### config.mk
export PLATFORM = sky130hd
export DESIGN_NAME = jk_bank_driver_flat
export DESIGN_NICKNAME = d
export VERILOG_FILES = /design/src/rtl/jk_bank_driver_if.sv /design/src/rtl/jk_bank_driver.sv /design/src/flat_wrapper.sv
export SDC_FILE = /design/constraint.sdc
export NUM_CORES = 1
export LEC_CHECK = 0
export BUFFER_PORTS_ARGS = -buffer_cell sky130_fd_sc_hd__buf_2
export CAP_MARGIN = 0
export CORE_MARGIN = 2
export CORE_UTILIZATION = 41
export CTS_BUF_LIST = sky130_fd_sc_hd__clkbuf_16
export DETAILED_ROUTE_END_ITERATION = 8
export GPL_TIMING_DRIVEN = 0
export MAX_ROUTING_LAYER = met4
export PLACE_DENSITY = 0.65
export SYNTH_ARGS = -nofsm -noshare
export SYNTH_HDL_FRONTEND = slang
export SYNTH_SLANG_ARGS = --single-unit
### constraint.sdc
create_clock -name clk -period 2.4 [get_ports clk]
set_clock_uncertainty 0.1 [all_clocks]
set_input_delay 0.48 -clock clk [delete_from_list [all_inputs] [get_ports clk]]
set_output_delay 0.48 -clock clk [all_outputs]
set_load 0.01 [all_outputs]
### src/rtl/jk_bank_driver_if.sv
// Command channel into the JK bank driver.
// Valid/ready handshake plus the command payload.
interface jk_bank_driver_if #(
  parameter int WIDTH = 8,
  parameter int CNT_W = 8
);
  logic             cmd_valid;
  logic             cmd_ready;
  logic [2:0]       cmd_op;
  logic [WIDTH-1:0] cmd_mask;
  logic [WIDTH-1:0] cmd_data;
  logic [CNT_W-1:0] cmd_count;

  modport master (
    output cmd_valid,
    output cmd_op,
    output cmd_mask,
    output cmd_data,
    output cmd_count,
    input  cmd_ready
  );

  modport slave (
    input  cmd_valid,
    input  cmd_op,
    input  cmd_mask,
    input  cmd_data,
    input  cmd_count,
    output cmd_ready
  );
endinterface

### src/rtl/jk_bank_driver.sv
// Drives j/k of a bank of JK flip-flops from register commands.
// JK_BANK_DRIVER_VERIFY_EN adds read-back self-verification.
module jk_bank_driver #(
  parameter int WIDTH = 8,
  parameter int CNT_W = 8
) (
  input  logic             clk,
  input  logic             reset,
  jk_bank_driver_if.slave  cmd,
  input  logic [WIDTH-1:0] q_fb,
  output logic [WIDTH-1:0] j,
  output logic [WIDTH-1:0] k,
  output logic             busy,
  output logic             done,
  output logic             err
);

  localparam logic [2:0] OP_NOP = 3'd0;
  localparam logic [2:0] OP_SET = 3'd1;
  localparam logic [2:0] OP_CLR = 3'd2;
  localparam logic [2:0] OP_TGL = 3'd3;
  localparam logic [2:0] OP_LD  = 3'd4;
  localparam logic [2:0] OP_INC = 3'd5;
  localparam logic [2:0] OP_DEC = 3'd6;
  localparam logic [2:0] OP_CHK = 3'd7;

  typedef enum logic [2:0] {
    IDLE,
    DRIVE,
    SETTLE,
    STEP_DRIVE,
    STEP_SETTLE
  } state_t;

  state_t           state_q, state_d;
  logic [WIDTH-1:0] j_q, j_d;
  logic [WIDTH-1:0] k_q, k_d;
  logic             done_q, done_d;
  logic             err_q, err_d;
  logic [2:0]       op_q, op_d;
  logic [WIDTH-1:0] mask_q, mask_d;
  logic [WIDTH-1:0] data_q, data_d;
  logic [CNT_W-1:0] cnt_q, cnt_d;
`ifdef JK_BANK_DRIVER_VERIFY_EN
  logic [WIDTH-1:0] exp_q, exp_d;
`endif

  logic accept;
  logic dn_q;

  // Toggle mask for a counter step: every bit below the
  // first 0 (INC) or first 1 (DEC), plus that bit.
  function automatic logic [WIDTH-1:0] step_t(
    input logic             dn,
    input logic [WIDTH-1:0] q
  );
    logic [WIDTH-1:0] t;
    t[0] = 1'b1;
    for (int i = 1; i < WIDTH; i++)
      t[i] = t[i-1] & (dn ? ~q[i-1] : q[i-1]);
    return t;
  endfunction

`ifdef JK_BANK_DRIVER_VERIFY_EN
  // Value the bank should hold after a masked op.
  function automatic logic [WIDTH-1:0] apply_op(
    input logic [2:0]       op,
    input logic [WIDTH-1:0] q,
    input logic [WIDTH-1:0] m,
    input logic [WIDTH-1:0] d
  );
    logic [WIDTH-1:0] r;
    r = q;
    case (op)
      OP_SET:  r = q | m;
      OP_CLR:  r = q & ~m;
      OP_TGL:  r = q ^ m;
      OP_LD:   r = (q & ~m) | (d & m);
      default: r = q;
    endcase
    return r;
  endfunction
`endif

  assign cmd.cmd_ready = (state_q == IDLE);
  assign busy          = (state_q != IDLE);
  assign accept        = cmd.cmd_valid & cmd.cmd_ready;
  assign dn_q          = (op_q == OP_DEC);
  assign j             = j_q;
  assign k             = k_q;
  assign done          = done_q;
  assign err           = err_q;

  // Next-state, j/k pattern and error tracking.
  always_comb begin
    state_d = state_q;
    j_d     = '0;
    k_d     = '0;
    done_d  = 1'b0;
    err_d   = err_q;
    op_d    = op_q;
    mask_d  = mask_q;
    data_d  = data_q;
    cnt_d   = cnt_q;
`ifdef JK_BANK_DRIVER_VERIFY_EN
    exp_d   = exp_q;
`endif
    unique case (state_q)
      IDLE: begin
        if (accept) begin
          op_d   = cmd.cmd_op;
          mask_d = cmd.cmd_mask;
          data_d = cmd.cmd_data;
          cnt_d  = cmd.cmd_count;
          if ((cmd.cmd_op == OP_INC ||
               cmd.cmd_op == OP_DEC) &&
              cmd.cmd_count != '0) begin
            state_d = STEP_DRIVE;
            j_d = step_t(cmd.cmd_op == OP_DEC, q_fb);
            k_d = j_d;
`ifdef JK_BANK_DRIVER_VERIFY_EN
            exp_d = (cmd.cmd_op == OP_DEC) ?
                    q_fb - WIDTH'(1) : q_fb + WIDTH'(1);
`endif
          end else begin
            state_d = DRIVE;
            case (cmd.cmd_op)
              OP_SET: j_d = cmd.cmd_mask;
              OP_CLR: k_d = cmd.cmd_mask;
              OP_TGL: begin
                j_d = cmd.cmd_mask;
                k_d = cmd.cmd_mask;
              end
              OP_LD: begin
                j_d = cmd.cmd_data & cmd.cmd_mask;
                k_d = ~cmd.cmd_data & cmd.cmd_mask;
              end
              OP_NOP:  err_d = 1'b0;
              default: ;
            endcase
`ifdef JK_BANK_DRIVER_VERIFY_EN
            exp_d = apply_op(cmd.cmd_op, q_fb,
                             cmd.cmd_mask, cmd.cmd_data);
`endif
          end
        end
      end
      DRIVE: begin
        state_d = SETTLE;
        done_d  = 1'b1;
      end
      SETTLE: begin
        state_d = IDLE;
        if (op_q == OP_CHK &&
            ((q_fb ^ data_q) & mask_q) != '0)
          err_d = 1'b1;
`ifdef JK_BANK_DRIVER_VERIFY_EN
        if (op_q >= OP_SET && op_q <= OP_LD &&
            q_fb != exp_q)
          err_d = 1'b1;
`endif
      end
      STEP_DRIVE: begin
        state_d = STEP_SETTLE;
        done_d  = (cnt_q == CNT_W'(1));
      end
      STEP_SETTLE: begin
        cnt_d = cnt_q - CNT_W'(1);
`ifdef JK_BANK_DRIVER_VERIFY_EN
        if (q_fb != exp_q)
          err_d = 1'b1;
        exp_d = dn_q ? q_fb - WIDTH'(1) :
                       q_fb + WIDTH'(1);
`endif
        if (cnt_q == CNT_W'(1)) begin
          state_d = IDLE;
        end else begin
          state_d = STEP_DRIVE;
          j_d = step_t(dn_q, q_fb);
          k_d = j_d;
        end
      end
      default: state_d = IDLE;
    endcase
  end

  // State and registered outputs; reset drops any pattern.
  always_ff @(posedge clk or posedge reset) begin
    if (reset) begin
      state_q <= IDLE;
      j_q     <= '0;
      k_q     <= '0;
      done_q  <= 1'b0;
      err_q   <= 1'b0;
      op_q    <= OP_NOP;
      mask_q  <= '0;
      data_q  <= '0;
      cnt_q   <= '0;
`ifdef JK_BANK_DRIVER_VERIFY_EN
      exp_q   <= '0;
`endif
    end else begin
      state_q <= state_d;
      j_q     <= j_d;
      k_q     <= k_d;
      done_q  <= done_d;
      err_q   <= err_d;
      op_q    <= op_d;
      mask_q  <= mask_d;
      data_q  <= data_d;
      cnt_q   <= cnt_d;
`ifdef JK_BANK_DRIVER_VERIFY_EN
      exp_q   <= exp_d;
`endif
    end
  end

endmodule

### src/flat_wrapper.sv
// flat-port wrapper written by rule: the top's interface ports become plain ports
module jk_bank_driver_flat 
#(
  parameter int WIDTH = 8,
  parameter int CNT_W = 8
)
  (clk, reset, q_fb, j, k, busy, done, err, cmd_cmd_valid, cmd_cmd_op, cmd_cmd_mask, cmd_cmd_data, cmd_cmd_count, cmd_cmd_ready);
  jk_bank_driver_if #(.WIDTH(WIDTH), .CNT_W(CNT_W)) cmd_i ();
  input  logic clk;
  input  logic reset;
  input  logic [WIDTH-1:0] q_fb;
  output logic [WIDTH-1:0] j;
  output logic [WIDTH-1:0] k;
  output logic busy;
  output logic done;
  output logic err;
  input wire logic [$bits(cmd_i.cmd_valid)-1:0] cmd_cmd_valid;
  input wire logic [$bits(cmd_i.cmd_op)-1:0] cmd_cmd_op;
  input wire logic [$bits(cmd_i.cmd_mask)-1:0] cmd_cmd_mask;
  input wire logic [$bits(cmd_i.cmd_data)-1:0] cmd_cmd_data;
  input wire logic [$bits(cmd_i.cmd_count)-1:0] cmd_cmd_count;
  output wire logic [$bits(cmd_i.cmd_ready)-1:0] cmd_cmd_ready;
  assign cmd_i.cmd_valid = cmd_cmd_valid;
  assign cmd_i.cmd_op = cmd_cmd_op;
  assign cmd_i.cmd_mask = cmd_cmd_mask;
  assign cmd_i.cmd_data = cmd_cmd_data;
  assign cmd_i.cmd_count = cmd_cmd_count;
  assign cmd_cmd_ready = cmd_i.cmd_ready;
  jk_bank_driver #(.WIDTH(WIDTH), .CNT_W(CNT_W)) u_core (.clk(clk), .reset(reset), .cmd(cmd_i), .q_fb(q_fb), .j(j), .k(k), .busy(busy), .done(done), .err(err));
endmodule
==> results of run 1 <==
[critical path: cells and delay by family, from the launching register on]
family / cells / cell delay, ns
and+or+nand+nor: 2 / 0.68
DFF: 1 / 0.46
AOI/OAI and AO/OA: 2 / 0.44
buffers and inverters: 2 / 0.37
[layout make-up]
| type | instances | area (sq um) | area share |
|---|---|---|---|
| inverters | 11 | 41.29 | 0.01303 |
| well taps | 77 | 96.34 | 0.03041 |
| multi-input cells | 216 | 1340 | 0.4230 |
| clock buffers | 5 | 125.1 | 0.03949 |
| plain buffers | 18 | 82.58 | 0.02607 |
| flip-flops and latches | 48 | 1201 | 0.3791 |
| repair buffers | 51 | 270.3 | 0.08531 |
| clock inverters | 3 | 11.26 | 0.003555 |
[stage by stage]
stage	instance area (sq um)	setup WS, ns
2_1_floorplan	2665	0.4032
3_3_place_gp	3012	-0.02705
3_5_place_dp	3032	-0.03072
4_1_cts	3168	0.2617
5_1_grt	3168	0.1496
6_report	3168	0.2493
[how the worst max path moves through the flow]
stage / start / endpoint / slack [ns] / cells after the start
2_1_floorplan: q_fb[2] / u_core.j[7] / 0.40 / 5
3_3_place_gp: cmd_cmd_count[5] / u_core.j[3] / -0.03 / 6
3_5_place_dp: cmd_cmd_count[5] / u_core.j[3] / -0.03 / 6
4_1_cts: u_core.state_q[0] / u_core.j[3] / 0.26 / 6
5_1_grt: u_core.state_q[0] / u_core.data_q[2] / 0.15 / 6
6_report: u_core.state_q[0] / u_core.j[3] / 0.25 / 6
[kinds of logic (layout without fill, tap and decap cells)]
logic type / count (synthesis) / count (layout)
DFF: 48 / 48
muxes: 7 / 7
xor gates and xnor gates: 14 / 14
adders and majority gates: 2 / 2
AOI/OAI and AO/OA: 85 / 85
buffers and inverters: 29 / 88
and+or+nand+nor: 108 / 108
[cells in the final DEF, fill, tap and decap left out, types with 6 or more instances in the layout]
cell | Yosys | final
buf_2 | 5 | 55
nor3_1 | 6 | 6
clkbuf_1 | 10 | 10
a21oi_1 | 13 | 13
nor2_1 | 14 | 14
inv_1 | 11 | 12
dfrtp_1 | 48 | 48
o21ai_0 | 20 | 20
xor2_1 | 13 | 13
nand2_1 | 58 | 58
o22ai_1 | 6 | 6
[power by group]
group	internal, mW	switching, mW	leakage [nW]	total (mW)
registers	0.810	0	0.663	0.810
clock network	0.375	0.295	0.0738	0.670
logic	0.0677	0.103	0.938	0.171
total	1.25	0.398	1.67	1.65
[layer usage]
metal | routed length, um | track usage | part of all wire | vias up
li1 | - | - | - | 1168
met3 | 669 | 0.03933 | 0.092 | 10
met4 | 93 | 0.06494 | 0.013 | 0
met2 | 3193 | 0.3049 | 0.44 | 118
met1 | 3312 | 0.3085 | 0.46 | 1161
met5 | 0 | - | 0 | -
[flip-flops by register name (all words and copies together), names as in the netlist]
signal	cells
u_core.cnt_q	8
u_core.op_q	3
u_core.done	1
u_core.k	8
u_core.mask_q	8
u_core.state_q	3
u_core.err	1
u_core.j	8
u_core.data_q	8
==> impl_metrics.toml, run 1 <==
[critical_path]
cp_slowest_cell = "dfrtp_1"
reg2reg_depth = 6
crit_type = "reg2reg"
regToRegSetupSlack_ns = 0.25
cp.required_ns = 2.49
cpPeakStageDelay_ns = 0.46
timing.rr.start = "u_core.state_q[0]"
worst_r2r_endpoint = "u_core.j[3]"
crit_path_cell_trace = "or3b_1, clkbuf_2, a31o_1, buf_2, or2_1, o22ai_1"
start_kind = "flip-flop"
end_kind = "flip-flop"
arrival_ns = 2.25
cp_max_fo = 10

[die]
dieArea_sq_um = 7161
start_util = 0.4221
die_y_um = 84.63
coreArea_sq_um = 6314
ios = 58
rows = 29
die_x_um = 84.63

[sta]
min_period_over_period = 0.8961
hold_violations = 0
timing.fmax_ghz = 0.4650
final-setup-viol-count = 0
tns_ns = 0
period_minus_slack_ns = 2.151
slew_headroom = 0.5885
rsz0062_at_grt = "no"
drv_slew = 0
whs_ns = 0.1077
worstMarginPinSlew_ns = 0.6132

[route]
postRouteAntennaNets = 0
avgViaCountPerCell = 5.727
dr_total_vias = 2457
drt_iter0_drc = 256
routedWlPerCell_um = 16.94
drt_wl_total_um = 7268
first_pass_iters = 5
drc = 0

[hold_path]
min_path_type = "in2async"

[logic_synthesis]
synth_top_family_by_area = "compound AO/OA/AOI/OAI gates"
postSynthCellCount = 293
ys_ff_latch = 48
syn_area_per_cell_sq_um = 9.096
yosys.area.top_type_share = 0.4507
synthArstFlopShare = 1.000
synth_fa_ha_area_frac = 0.009390
synth-edff-count = 0
yosys-top-cells-area = "dfrtp_1 (45%), nand2_1 (8.2%), xor2_1 (4.3%)"
synth_top_flop_cell = "dfrtp_1"
synth_compound_area_frac = 0.2183
ys_seq_area_frac = 0.4507
ys_types = 62
synth_most_common_cell = "nand2_1"
synth_top_area_cell = "dfrtp_1"
synth-xor-area-share = 0.04601
synthMuxAreaShare = 0.02864
synth-simple-area-share = 0.2005
yosysWarnings = 0
syn_nets = 333
synthTopCellsByCount = "nand2_1 (58), dfrtp_1 (48), o21ai_0 (20)"
synth_area_sq_um = 2665

[placement]
place_hpwl_um = 5439
portBuffers = 50
gp_congestion = 0.8827
dp.cells = 421

[finish]
syn2layout_area_growth_pct = 18.87
nets = 391
fin_util = 0.5018
diodes = 0
nFillCells = 613
fin_cells = 429
drive_above_1_share = 0.2102

[cts]
numCtsBuffers = 5
cts.repair.resized = 0
post_cts_buffers = 0
clock_sinks = 48
insertion_delay_ns = 0.29
htree_levels = 2
hold_buffers = 0
cts_buffer_depth = 2
root_buffer = "clkbuf_16"
cts_tree = "built"
clk_pin_slew_ns = 0.06

[power_and_ir_drop]
irDropWorstVdd_mv = 0.2944
power_mw = 1.651
leakage_nw = 1.675
power.density_nw_per_um2 = 521.2

[global_routing]
grtUsageTotal = 0.2133
grt_pass1_vias = 2245
grt_pass1_wl_um = 11540
grt_max_degree = 27
antenna_found_initial = 0
grt.overflow.total = 0

[outcome]
status = "finished, final reports clean"

[flow_run]
cap_violations = 0
Note: power is estimated with default switching activity, not from simulation.
==> run 2, diff against run 1 <==
--- a/config.mk
+++ b/config.mk
@@ -12,8 +12,10 @@
 export CTS_BUF_LIST = sky130_fd_sc_hd__clkbuf_16
 export DETAILED_ROUTE_END_ITERATION = 8
 export GPL_TIMING_DRIVEN = 0
+export HOLD_SLACK_MARGIN = 0.15
 export MAX_ROUTING_LAYER = met4
 export PLACE_DENSITY = 0.65
+export SETUP_SLACK_MARGIN = 0.5
 export SYNTH_ARGS = -nofsm -noshare
 export SYNTH_HDL_FRONTEND = slang
 export SYNTH_SLANG_ARGS = --single-unit
==> impl_metrics.toml, run 2 (synthesized netlist as in run 1, its figures left out) <==
[sta]
timing.fmax_ghz = 0.5161
slew_headroom = 0.5547
rsz0062_at_grt = "yes"
tns_ns = 0
min_period_over_period = 0.8074
worstMarginPinSlew_ns = 0.6650
hold_violations = 0
period_minus_slack_ns = 1.938
drv_slew = 0
final-setup-viol-count = 0

[finish]
most-common-layout-cells = "nand2_1 (58), buf_2 (52), dfrtp_1 (44), o21ai_0 (18), nor2_1 (14)"
fin_cells = 437
diodes = 0
fin_area_sq_um = 3482
layout_commonest_cell = "nand2_1"
drive_above_1_share = 0.3250
syn2layout_area_growth_pct = 30.66
nets = 400
nFillCells = 581

[route]
first_pass_iters = 4
routedWlPerCell_um = 17.35
dr_total_vias = 2432
drc = 0
drt_wl_total_um = 7582
postRouteAntennaNets = 0
avgViaCountPerCell = 5.565
drt_iter0_drc = 265

[placement]
dp.cells = 421
gp_congestion = 0.8366
portBuffers = 50
place_hpwl_um = 5363
dpl-instance-area_sq_um = 3053

[cts]
cts_buffer_depth = 2
root_buffer = "clkbuf_16"
insertion_delay_ns = 0.28
numCtsBuffers = 5
clock_sinks = 48
htree_levels = 2
clk_pin_slew_ns = 0.07
cts_tree = "built"

[critical_path]
crit_path_cell_trace = "or3b_4, buf_8, a31o_4, buf_8, or2_4, o22ai_2"
end_kind = "flip-flop"
crit_top_cell = "buf_8"
cp_num_buf_inv = 2
arrival_ns = 2.04
cpPeakStageDelay_ns = 0.45
cp_slowest_cell = "dfrtp_2"
cp_max_fo = 6
cp_top_family = "simple AND/OR/NAND/NOR gates"
crit_type = "reg2reg"
start_kind = "flip-flop"
cp.required_ns = 2.51

[power_and_ir_drop]
power.density_nw_per_um2 = 544.6
leakage_nw = 1.788
power_mw = 1.896
irDropWorstVdd_mv = 0.3489

[die]
ios = 58
coreArea_sq_um = 6314
start_util = 0.4221
dieArea_sq_um = 7161
die_y_um = 84.63
die_x_um = 84.63
rows = 29

[hold_path]
min_path_type = "in2reg"

[global_routing]
grt_pass1_wl_um = 12670
grt.overflow.total = 0
grtUsageTotal = 0.2314
antenna_found_initial = 0
grt_pass1_vias = 2417
grt_max_degree = 28

[flow_run]
cap_violations = 0

[outcome]
status = "finished, final reports clean"
## run 2: cell types whose count changed in the layout (fill, tap and decap cells not counted), sizes merged
| cell | delta |
|---|---|
| buf | +7 |
| clkbuf | +1 |
| bufinv | +2 |
| clkinv | -1 |
| dlygate4sd3 | +1 |
| inv | -2 |
## run 2: repair_timing
action / CTS / global route
hold endpoints to repair: 21 / 0
hold buffers: 1 / 0
gates resized for setup: 12 / 35
buffers inserted: 5 / 1
gates cloned: 1 / 1
pin swaps: 1 / 6
endpoints found under the setup margin: 29 / 25
## run 2: final timing paths
kind	start	end	slack (ns)	cells after the start
worst max-delay path	u_core.state_q[1]	u_core.j[3]	0.46	6
worst min-delay path	cmd_cmd_data[1]	u_core.data_q[1]	0.32	3
worst max register to register	u_core.state_q[1]	u_core.j[3]	0.46	6
worst min register to register	u_core.mask_q[7]	u_core.mask_q[7]	0.38	2
max in group asynchronous	reset	u_core.cnt_q[2]	1.02	4
min in group asynchronous	reset	u_core.cnt_q[7]	0.66	3
## run 2: report_power, final
part	leakage, nW	switching [mW]	internal, mW	total [mW]
Clock	0.0899	0.297	0.591	0.888
Sequential	0.657	0	0.810	0.810
Combinational	1.04	0.114	0.0846	0.199
Total	1.79	0.411	1.49	1.90
## run 2: worst min-delay path, cell delays in order
cell	delay [ns]
buf_2	0.10
nand2_1	0.05
nand2_1	0.05
## run 2: final cells by class
cell class	count	area, sq um	area share
Clock inverter	2	60.06	0.01725
Tap cell	77	96.34	0.02767
Sequential cell	48	1206	0.3464
Inverter	11	41.29	0.01186
Multi-Input combinational cell	216	1473	0.4229
Buffer	18	125.1	0.03593
Timing Repair Buffer	60	355.3	0.1020
Clock buffer	5	125.1	0.03593
## run 2: routing by layer
metal / part of all wire / global-route usage
met5: 0 / -
met4: 0.011 / 0.06638
met3: 0.060 / 0.03835
met2: 0.46 / 0.3350
met1: 0.46 / 0.3348
## run 2: stage by stage
step | setup WS [ns] | utilization | hold WS, ns
finish | 0.4624 | 0.5515 | 0.3241
global route | 0.4385 | 0.5515 | 0.3394
CTS | 0.4425 | 0.5305 | 0.3222
detailed placement | 0.06769 | 0.4836 | 0.3695
global placement | 0.04737 | 0.4804 | 0.3638
floorplan | 0.4825 | - | 0.3461
